**src/rtl/fetch_pkg.sv**
```systemverilog
// Shared types and default constants for the fetch sequencer and its predecoder.
package fetch_pkg;

  typedef enum logic [2:0] {
    RST_HI,
    RST_LO,
    RUN,
    IMM,
    INT_HI,
    INT_LO
  } fetch_state_e;

  localparam logic [31:0] DEFAULT_RESET_VEC_ADDR = 32'h0000_0000;
  localparam logic [31:0] DEFAULT_INT_VEC_ADDR   = 32'h0000_0002;
  localparam logic [15:0] DEFAULT_IMM_MASK       = 16'h0001;
  localparam logic [15:0] DEFAULT_IMM_MATCH      = 16'h0001;
  localparam logic [15:0] DEFAULT_NOP_WORD       = 16'h0000;

endpackage

```
**src/rtl/two_word_predecode.sv**
```systemverilog
// Flags an instruction word whose marker bits say an immediate word follows it.
module two_word_predecode
  import fetch_pkg::*;
#(
  parameter logic [15:0] IMM_MASK  = DEFAULT_IMM_MASK,
  parameter logic [15:0] IMM_MATCH = DEFAULT_IMM_MATCH
) (
  input  logic [15:0] memData,
  output logic        isTwoWord
);

  assign isTwoWord = ((memData & IMM_MASK) == IMM_MATCH);

endmodule

```
**src/rtl/fetch_sequencer.sv**
```systemverilog
// Fetch-stage controller: vector boot, PC advance, two-word assembly into IF/ID,
// plus jump / stall / interrupt policy.
//
// state  | meaning
// RST_HI | fetch reset vector high half
// RST_LO | fetch reset vector low half, load PC
// RUN    | instruction boundary: fetch opcode word
// IMM    | fetch immediate word of a two-word instruction
// INT_HI | fetch interrupt vector high half
// INT_LO | fetch interrupt vector low half, load PC
module fetch_sequencer
  import fetch_pkg::*;
#(
  parameter logic [31:0] RESET_VEC_ADDR = DEFAULT_RESET_VEC_ADDR,
  parameter logic [31:0] INT_VEC_ADDR   = DEFAULT_INT_VEC_ADDR,
  parameter logic [15:0] IMM_MASK       = DEFAULT_IMM_MASK,
  parameter logic [15:0] IMM_MATCH      = DEFAULT_IMM_MATCH,
  parameter logic [15:0] NOP_WORD       = DEFAULT_NOP_WORD
) (
  input  logic        clk,
  input  logic        rst,
  input  logic        stall,
  input  logic        jumpBit,
  input  logic [31:0] jumpTarget,
  input  logic        interruptBit,
  input  logic [15:0] memData,
  output logic [31:0] pc,
  output logic [31:0] samePc,
  output logic [31:0] nextPc,
  output logic [15:0] instruction,
  output logic [15:0] immediate,
  output logic        instrValid,
  output logic        pushPc,
  output logic [31:0] savedPc
);

  fetch_state_e state_q, state_d;
  logic [31:0]  pc_q, pc_d;
  logic [31:0]  same_pc_q, same_pc_d;
  logic [31:0]  next_pc_q, next_pc_d;
  logic [31:0]  saved_pc_q, saved_pc_d;
  logic [15:0]  instr_q, instr_d;
  logic [15:0]  imm_q, imm_d;
  logic [15:0]  vec_hi_q, vec_hi_d;
  logic         valid_q, valid_d;
  logic         push_pc_q, push_pc_d;
  logic         int_pending_q, int_pending_d;
  logic         int_block_q, int_block_d;
  logic         is_two_word;
  logic [31:0]  pc_inc;

  two_word_predecode #(
    .IMM_MASK (IMM_MASK),
    .IMM_MATCH(IMM_MATCH)
  ) u_predecode (
    .memData  (memData),
    .isTwoWord(is_two_word)
  );

  assign pc_inc = pc_q + 32'd1;

  always_comb begin
    state_d       = state_q;
    pc_d          = pc_q;
    same_pc_d     = same_pc_q;
    next_pc_d     = next_pc_q;
    saved_pc_d    = saved_pc_q;
    instr_d       = instr_q;
    imm_d         = imm_q;
    vec_hi_d      = vec_hi_q;
    valid_d       = valid_q;
    push_pc_d     = 1'b0;
    int_pending_d = int_pending_q | interruptBit;
    int_block_d   = int_block_q;

    case (state_q)
      RST_HI, INT_HI: begin
        vec_hi_d = memData;
        pc_d     = pc_inc;
        state_d  = (state_q == RST_HI) ? RST_LO : INT_LO;
      end
      RST_LO, INT_LO: begin
        pc_d    = {vec_hi_q, memData};
        state_d = RUN;
        // the handler must fetch one instruction before a nested interrupt
        int_block_d = (state_q == INT_LO);
      end
      RUN, IMM: begin
        if (jumpBit) begin
          pc_d    = jumpTarget;
          instr_d = NOP_WORD;
          imm_d   = 16'h0000;
          valid_d = 1'b0;
          state_d = RUN;
        end else if (stall) begin
          state_d = state_q;
        end else if (state_q == RUN && (int_pending_q || interruptBit) && !int_block_q) begin
          saved_pc_d    = pc_q;
          push_pc_d     = 1'b1;
          pc_d          = INT_VEC_ADDR;
          int_pending_d = 1'b0;
          instr_d       = NOP_WORD;
          valid_d       = 1'b0;
          state_d       = INT_HI;
        end else if (state_q == RUN) begin
          instr_d     = memData;
          same_pc_d   = pc_q;
          next_pc_d   = pc_inc;
          pc_d        = pc_inc;
          int_block_d = 1'b0;
          if (is_two_word) begin
            valid_d = 1'b0;
            state_d = IMM;
          end else begin
            imm_d   = 16'h0000;
            valid_d = 1'b1;
          end
        end else begin
          imm_d     = memData;
          pc_d      = pc_inc;
          next_pc_d = pc_inc;
          valid_d   = 1'b1;
          state_d   = RUN;
        end
      end
      default: state_d = RST_HI;
    endcase
  end

  always_ff @(posedge clk) begin
    if (rst) begin
      state_q       <= RST_HI;
      pc_q          <= RESET_VEC_ADDR;
      same_pc_q     <= 32'h0;
      next_pc_q     <= 32'h0;
      saved_pc_q    <= 32'h0;
      instr_q       <= NOP_WORD;
      imm_q         <= 16'h0;
      vec_hi_q      <= 16'h0;
      valid_q       <= 1'b0;
      push_pc_q     <= 1'b0;
      int_pending_q <= 1'b0;
      int_block_q   <= 1'b0;
    end else begin
      state_q       <= state_d;
      pc_q          <= pc_d;
      same_pc_q     <= same_pc_d;
      next_pc_q     <= next_pc_d;
      saved_pc_q    <= saved_pc_d;
      instr_q       <= instr_d;
      imm_q         <= imm_d;
      vec_hi_q      <= vec_hi_d;
      valid_q       <= valid_d;
      push_pc_q     <= push_pc_d;
      int_pending_q <= int_pending_d;
      int_block_q   <= int_block_d;
    end
  end

  assign pc          = pc_q;
  assign samePc      = same_pc_q;
  assign nextPc      = next_pc_q;
  assign savedPc     = saved_pc_q;
  assign instruction = instr_q;
  assign immediate   = imm_q;
  assign instrValid  = valid_q;
  assign pushPc      = push_pc_q;

endmodule

```
**config.mk**
```make
export PLATFORM = sky130hd
export DESIGN_NAME = fetch_sequencer
export DESIGN_NICKNAME = d
export VERILOG_FILES = /design/src/rtl/fetch_pkg.sv /design/src/rtl/two_word_predecode.sv /design/src/rtl/fetch_sequencer.sv
export SDC_FILE = /design/constraint.sdc
export NUM_CORES = 1
export LEC_CHECK = 0
export CAP_MARGIN = 5
export CELL_PAD_IN_SITES_DETAIL_PLACEMENT = 1
export CELL_PAD_IN_SITES_GLOBAL_PLACEMENT = 2
export CORE_AREA = 2 2 175 177
export CTS_CLUSTER_SIZE = 40
export DETAILED_ROUTE_END_ITERATION = 10
export DIE_AREA = 0 0 177 179
export PLACE_DENSITY = 0.79
export SYNTH_ARGS = -nofsm -noshare
export SYNTH_HDL_FRONTEND = slang
export SYNTH_HIERARCHICAL = 1
export SYNTH_SLANG_ARGS = --single-unit
```
**constraint.sdc**
```tcl
create_clock -name clk -period 2.6 [get_ports clk]
set_clock_uncertainty 0.15 [all_clocks]
set_input_delay 0.52 -clock clk [delete_from_list [all_inputs] [get_ports clk]]
set_output_delay 0.52 -clock clk [all_outputs]
set_load 0.1 [all_outputs]
```
# Word-level counts from Yosys, hierarchy flattened
# Index checks and enable logic that the tools add are counted.
[word_totals]
regBits = 183
inputBits = 53
out_inout_bits = 162
wordCells = 88
[op_classes]
addsub = 1
n_eq_ne = 14
n_mux = 35
n_bitwise = 5
reduce_logical = 21
[op_table]
columns = ["cell", "n"]
rows = [
  ["$mux 16", 9],
  ["$mux 32", 3],
  ["$pmux 32 s3", 1],
  ["$add 32x1->32 const B", 1],
  ["$mux 3", 6],
  ["$mux 1", 14],
  ["$reduce_and 4->1", 3],
  ["$ne 2x2->1 const B", 5],
  ["$reduce_and 5->1", 2],
  ["$pmux 3 s3", 1],
  ["$eq 3x2->1 const B", 2],
  ["$eq 3x3->1 const B", 2],
  ["$ne 3x3->1 const B", 2],
  ["$reduce_and 2->1", 3],
  ["$reduce_bool 3->1", 2],
  ["$reduce_or 2->1", 3],
  ["$ne 5x5->1 const B", 1],
  ["$not 1->1", 4],
  ["$reduce_or 4->1", 1],
  ["$eq 3x1->1 const B", 1],
  ["$logic_not 3->1", 1],
  ["$reduce_and 3->1", 1],
  ["$logic_and 1x1->1", 2],
  ["$ne 2x1->1 const B", 1],
  ["other kinds (5)", 5],
]

# Depth between registers and ports, before layout
[logic_depth]
ltp_word = 7
ltp_mapped = 8
depth_no_buf = 6

# Cells and area by module
# Netlist, hierarchy kept.
[by_module_without_submodules]
columns = ["module", "n_inst", "cells_per_inst", "area_per_inst_um2", "seq_area_each_um2"]
rows = [
  ["fetch_sequencer", 1, 985, 7940.1, 3663.5],
  ["two_word_predecode", 1, 1, 7.5, 0.0],
]

# Least setup slack after synthesis
# No wires, ideal clock.
[synth_timing]
kind = "reg2reg"
start = "reg pc_q[1] (netlist: pc[1])"
end = "reg pc_q[22] (netlist: pc[22])"
setup_ns = 0.074
arrival_time_ns = 2.573
t_required_ns = 2.376
setup_slack_ns = -0.197
stages_incl_launch_ff = 8
n_path_buf = 1
synth_period_minus_slack_ns = 2.797
path_cell_list = "dfxtp_1 > ha_1 > nand4_1 > nor3_2 > buf_2 > nand3_1 > or4_1 > a31oi_1"
[synth_between]
elab_chain_cells = 5
[synth_lines]
columns = ["element", "line", "text"]
rows = [
  ["from (decl)", "fetch_sequencer.sv:38", "logic [31:0] pc_q, pc_d;"],
  ["from (signal assigned)", "fetch_sequencer.sv:146", "pc_q <= pc_d;"],
  ["$add 32x1->32 *", "fetch_sequencer.sv:60", "assign pc_inc = pc_q + 32'd1;"],
  ["$mux 32", "fetch_sequencer.sv:97", "end else if (state_q == RUN && (int_pending_q || interruptBit) && !int_block_q) begin"],
  ["$mux 32", "fetch_sequencer.sv:95", "end else if (stall) begin"],
  ["$mux 32", "fetch_sequencer.sv:89", "if (jumpBit) begin"],
  ["$pmux 32 s3 *", "fetch_sequencer.sv:76", "case (state_q)"],
]
# Every way passes the cells marked *; elsewhere a longest branch is shown, timed or not. The select of a mux whose other input is x is not followed.
# A chain may end at the register's enable or synchronous reset.

# Worst setup path after layout
[layout_timing]
start = "reg state_q[2]"
end = "reg pc_q[7] (netlist: pc[7])"
[layout_between]
elab_chain_cells = 7
word_cells_on_any_way = 18
cone_classes = "eq/ne: 6; mux: 4; reduce/logical: 8"
[layout_lines]
columns = ["element", "line", "text"]
rows = [
  ["from (decl)", "fetch_sequencer.sv:37", "fetch_state_e state_q, state_d;"],
  ["from (signal assigned)", "fetch_sequencer.sv:145", "state_q <= state_d;"],
  ["$eq 3x2->1", "fetch_sequencer.sv:76, fetch_sequencer.sv:97", ""],
  ["$logic_and 1x1->1 (2 in a row)", "fetch_sequencer.sv:97", ""],
  ["$mux 32", "fetch_sequencer.sv:97", ""],
  ["$mux 32", "fetch_sequencer.sv:95", ""],
  ["$mux 32", "fetch_sequencer.sv:89", ""],
  ["$pmux 32 s3", "fetch_sequencer.sv:76", ""],
]
# Several ways; a longest one is shown, not always the timed one. The select of a mux whose other input is x is not followed.

==> impl_metrics.py <==
metrics = {
    "floorplanning": {
        "fp.dieH_um": 179,
        "rows": 64,
        "die_x_um": 177,
        "dieArea_um2": 31700,
        "core_um2": 30000,
        "start_util_pct": 26.5,
        "ios": 215,
    },
    "worst_setup_path": {
        "r2r_cells": 6,
        "critPathLaunch": "state_q[2]$_SDFFE_PP0P_",
        "cp_num_cells": 6,
        "rrSetupSlack_ns": 0.22,
        "r2r_start": "state_q[2]$_SDFFE_PP0P_",
        "end_kind": "flip-flop",
        "cp.required_ns": 2.74,
        "crit_path_start_kind": "flip-flop",
        "worstPathMaxFanout": 17,
        "slowest_stage": "or4b_4",
        "path_buf_inv": 1,
        "crit_chain": "or4b_4, o211ai_4, buf_12, nor4b_1, a221oi_1, a21oi_1",
        "r2r_end": "pc[7]$_SDFFE_PP0P_",
        "crit_type": "reg -> reg",
        "crit_arrival_ns": 2.52,
        "crit_family": "compound AO/OA/AOI/OAI gates",
        "endpoint": "pc[7]$_SDFFE_PP0P_",
        "critPathMaxStageDelay_ns": 0.58,
    },
    "logic_synthesis": {
        "synth_cell_types": 63,
        "synth_edf_count": 0,
        "ys_async_sr_fraction_pct": 0,
        "synth_area_um2": 7950,
        "synth_top_cell_area_share_pct": 46.1,
        "yosysMostFrequentCell": "nand2_1",
        "synthTopCellsByArea": "dfxtp_1, nand2_1, a21oi_1",
        "ys_ff_latch": 183,
        "avgSynthCellArea_um2": 8.06,
        "synth_ff_type": "dfxtp_1",
        "synth_seq_area_share_pct": 46.1,
        "synthCells": 986,
        "yosys.area.top_type": "dfxtp_1",
        "synthTopCellsByCount": "nand2_1, dfxtp_1, a21oi_1",
        "synthesis.nets": 1040,
        "yosysWarnings": 6,
    },
    "power_and_ir_drop": {
        "p_clk_share_pct": 31.2,
        "ir_drop_v": 0.000342,
        "power_density_nw_per_um2": 752,
        "p_switching_mw": 3.31,
        "combPwrFrac_pct": 30.0,
        "p_seq_share_pct": 38.8,
        "p_int_mw": 4.96,
        "p_sw_share_pct": 40.0,
        "leakagePower_nw": 4.13,
    },
    "final_layout": {
        "multi_input_area_um2": 3850,
        "final_cells": 1605,
        "antenna_cells": 0,
        "register_area_um2": 3690,
        "drive_gt1_share_pct": 25.8,
        "area_growth_pct": 38.3,
        "fill_cells": 3547,
        "nNetsFinal": 1250,
    },
    "cts": {
        "htree_levels": 4,
        "cts_tree": "done",
        "cts_buffer_depth": 2,
        "post_cts_buffers": 0,
        "clockRootBuffer": "clkbuf_16",
        "worstSkewPairLatency_ns": 0.44,
        "clk_pin_slew_ns": 0.08,
        "clock-sinks": 183,
        "numCtsBuffers": 17,
    },
    "global_routing": {
        "grt_usage_pct": 21.1,
        "grt_max_degree": 66,
        "grt_first_pass_wirelength_mm": 50.8,
        "antenna_found_initial": 1,
        "overflow": 0,
        "grt_pass1_vias": 8140,
    },
    "sta": {
        "relSlewSlack_pct": 50.5,
        "tightest_slew_ns": 0.742,
        "setup_viol": 0,
        "fin_crit_sh_pct": 91.4,
        "hold_viol": 0,
        "rsz0062_at_grt": "no",
        "holdWs_ns": 0.267,
        "finalSetupTns_ns": 0,
        "finalWorstPathRequiredPeriod_ns": 2.38,
        "slew_viol_final": 0,
        "fmax_mhz": 421,
    },
    "drt": {
        "viasPerCell": 5.08,
        "firstDrtPassIters": 5,
        "wirelength_mm": 33.7,
        "num_vias": 8155,
        "detail_route.wl_per_cell_um": 21.0,
        "ant_nets": 0,
        "first_iter_violations": 561,
        "drc": 0,
    },
    "placed_design": {
        "place_congestion": 0.831,
        "dp.cells": 1573,
        "dpl.hpwl_mm": 24.8,
        "portBuffers": 214,
    },
    "run_status": {
        "outcome": "complete, no violations",
    },
    "hold_path": {
        "hold_class": "in -> reg",
        "worstHoldPathCells": 2,
    },
    "flow_run": {
        "max_cap_viol_count": 0,
    },
}
-- worst reg2reg max path: cells and delay by family (launching register included) --
kind | cells | cell delay, ns
flip-flops | 1 | 0.31
AND/OR/NAND/NOR | 2 | 0.64
AO/OA/AOI/OAI | 3 | 0.90
buffers and inverters | 1 | 0.23
-- cells in the final DEF (no fill, tap or decap), types with 16 or more instances in the layout --
cell type        count
a21oi_1            136
a22oi_1             36
buf_4              230
clkbuf_16           17
clkdlybuf4s50_1     51
dfxtp_1            159
dfxtp_2             24
nand2_1            202
nand3_1             16
nor2_1              55
nor3_1              17
o21ai_0             49
xnor2_1             17
-- sequential cells by signal (all words and copies together), names as in the netlist --
signal         flops
immediate         16
instrValid         1
instruction       16
int_block_q        1
int_pending_q      1
nextPc            32
pc                32
pushPc             1
samePc            32
savedPc           32
state_q            3
vec_hi_q          16
-- cells by family after synthesis --
kind of cell | after synthesis | share of synthesized area [%]
buffers and inverters | 104 | 5.79
muxes | 4 | 0.520
and+or+nand+nor | 360 | 20.9
adders and majority gates | 1 | 0.157
DFF | 183 | 46.1
xor gates and xnor gates | 29 | 3.20
AOI/OAI and AO/OA | 305 | 23.3
-- timing repair --
action / CTS / global route
hold endpoints to repair: 0 / 0
hold buffers: 0 / 0
gates resized for setup: 0 / 1
endpoints found under the setup margin: 0 / 1
-- final cells by class --
cell class,count,area share [%]
clock inverters,14,1.17
inverters,8,0.273
clock buffers,18,4.00
well taps,396,4.51
flip-flops and latches,183,33.6
multi-input cells,699,35.0
repair buffers,287,21.4
-- worst min-delay path by stage --
stage,slack [ns],start,end
floorplan,0.29,vec_hi_q[13]$_SDFFE_PP0P_,vec_hi_q[13]$_SDFFE_PP0P_
global placement,0.29,instruction[11]$_SDFFE_PP0P_,instruction[11]$_SDFFE_PP0P_
detailed placement,0.30,savedPc[0]$_SDFFE_PP0P_,savedPc[0]$_SDFFE_PP0P_
CTS,0.25,rst,samePc[23]$_SDFFE_PP0P_
global route,0.27,rst,samePc[25]$_SDFFE_PP0P_
finish,0.27,rst,pc[20]$_SDFFE_PP0P_
-- per-stage QoR --
| step | util (%) | total power, mW | area (um^2) | setup slack, ns |
|---|---|---|---|---|
| final | 36.6 | 8.27 | 11000 | 0.222 |
| after global routing | 36.6 | 8.61 | 11000 | 0.0656 |
| after CTS | 36.6 | 8.34 | 11000 | 0.204 |
| after detailed placement | 34.7 | 5.75 | 10400 | -0.191 |
| after global placement | 34.7 | 5.73 | 10400 | -0.101 |
| after floorplan | - | 4.92 | 7980 | 0.0298 |
-- metal layers --
layer | GRT usage, % | up-vias | part of all wire, %
met5 | 0 | - | 0
met4 | 4.75 | 0 | 1.0
met3 | 5.73 | 24 | 6.9
met2 | 33.7 | 217 | 46
met1 | 28.5 | 4017 | 46
li1 | - | 3897 | -
-- power by group through the flow --
stage,sequential (mW),clock [mW],combinational (mW)
after floorplan,4.05,0,0.862
after global placement,3.26,0,2.46
after detailed placement,3.27,0,2.48
after CTS,3.21,2.65,2.48
after global routing,3.23,2.76,2.62
final,3.20,2.58,2.48
Power figures use the tool's default switching activity.
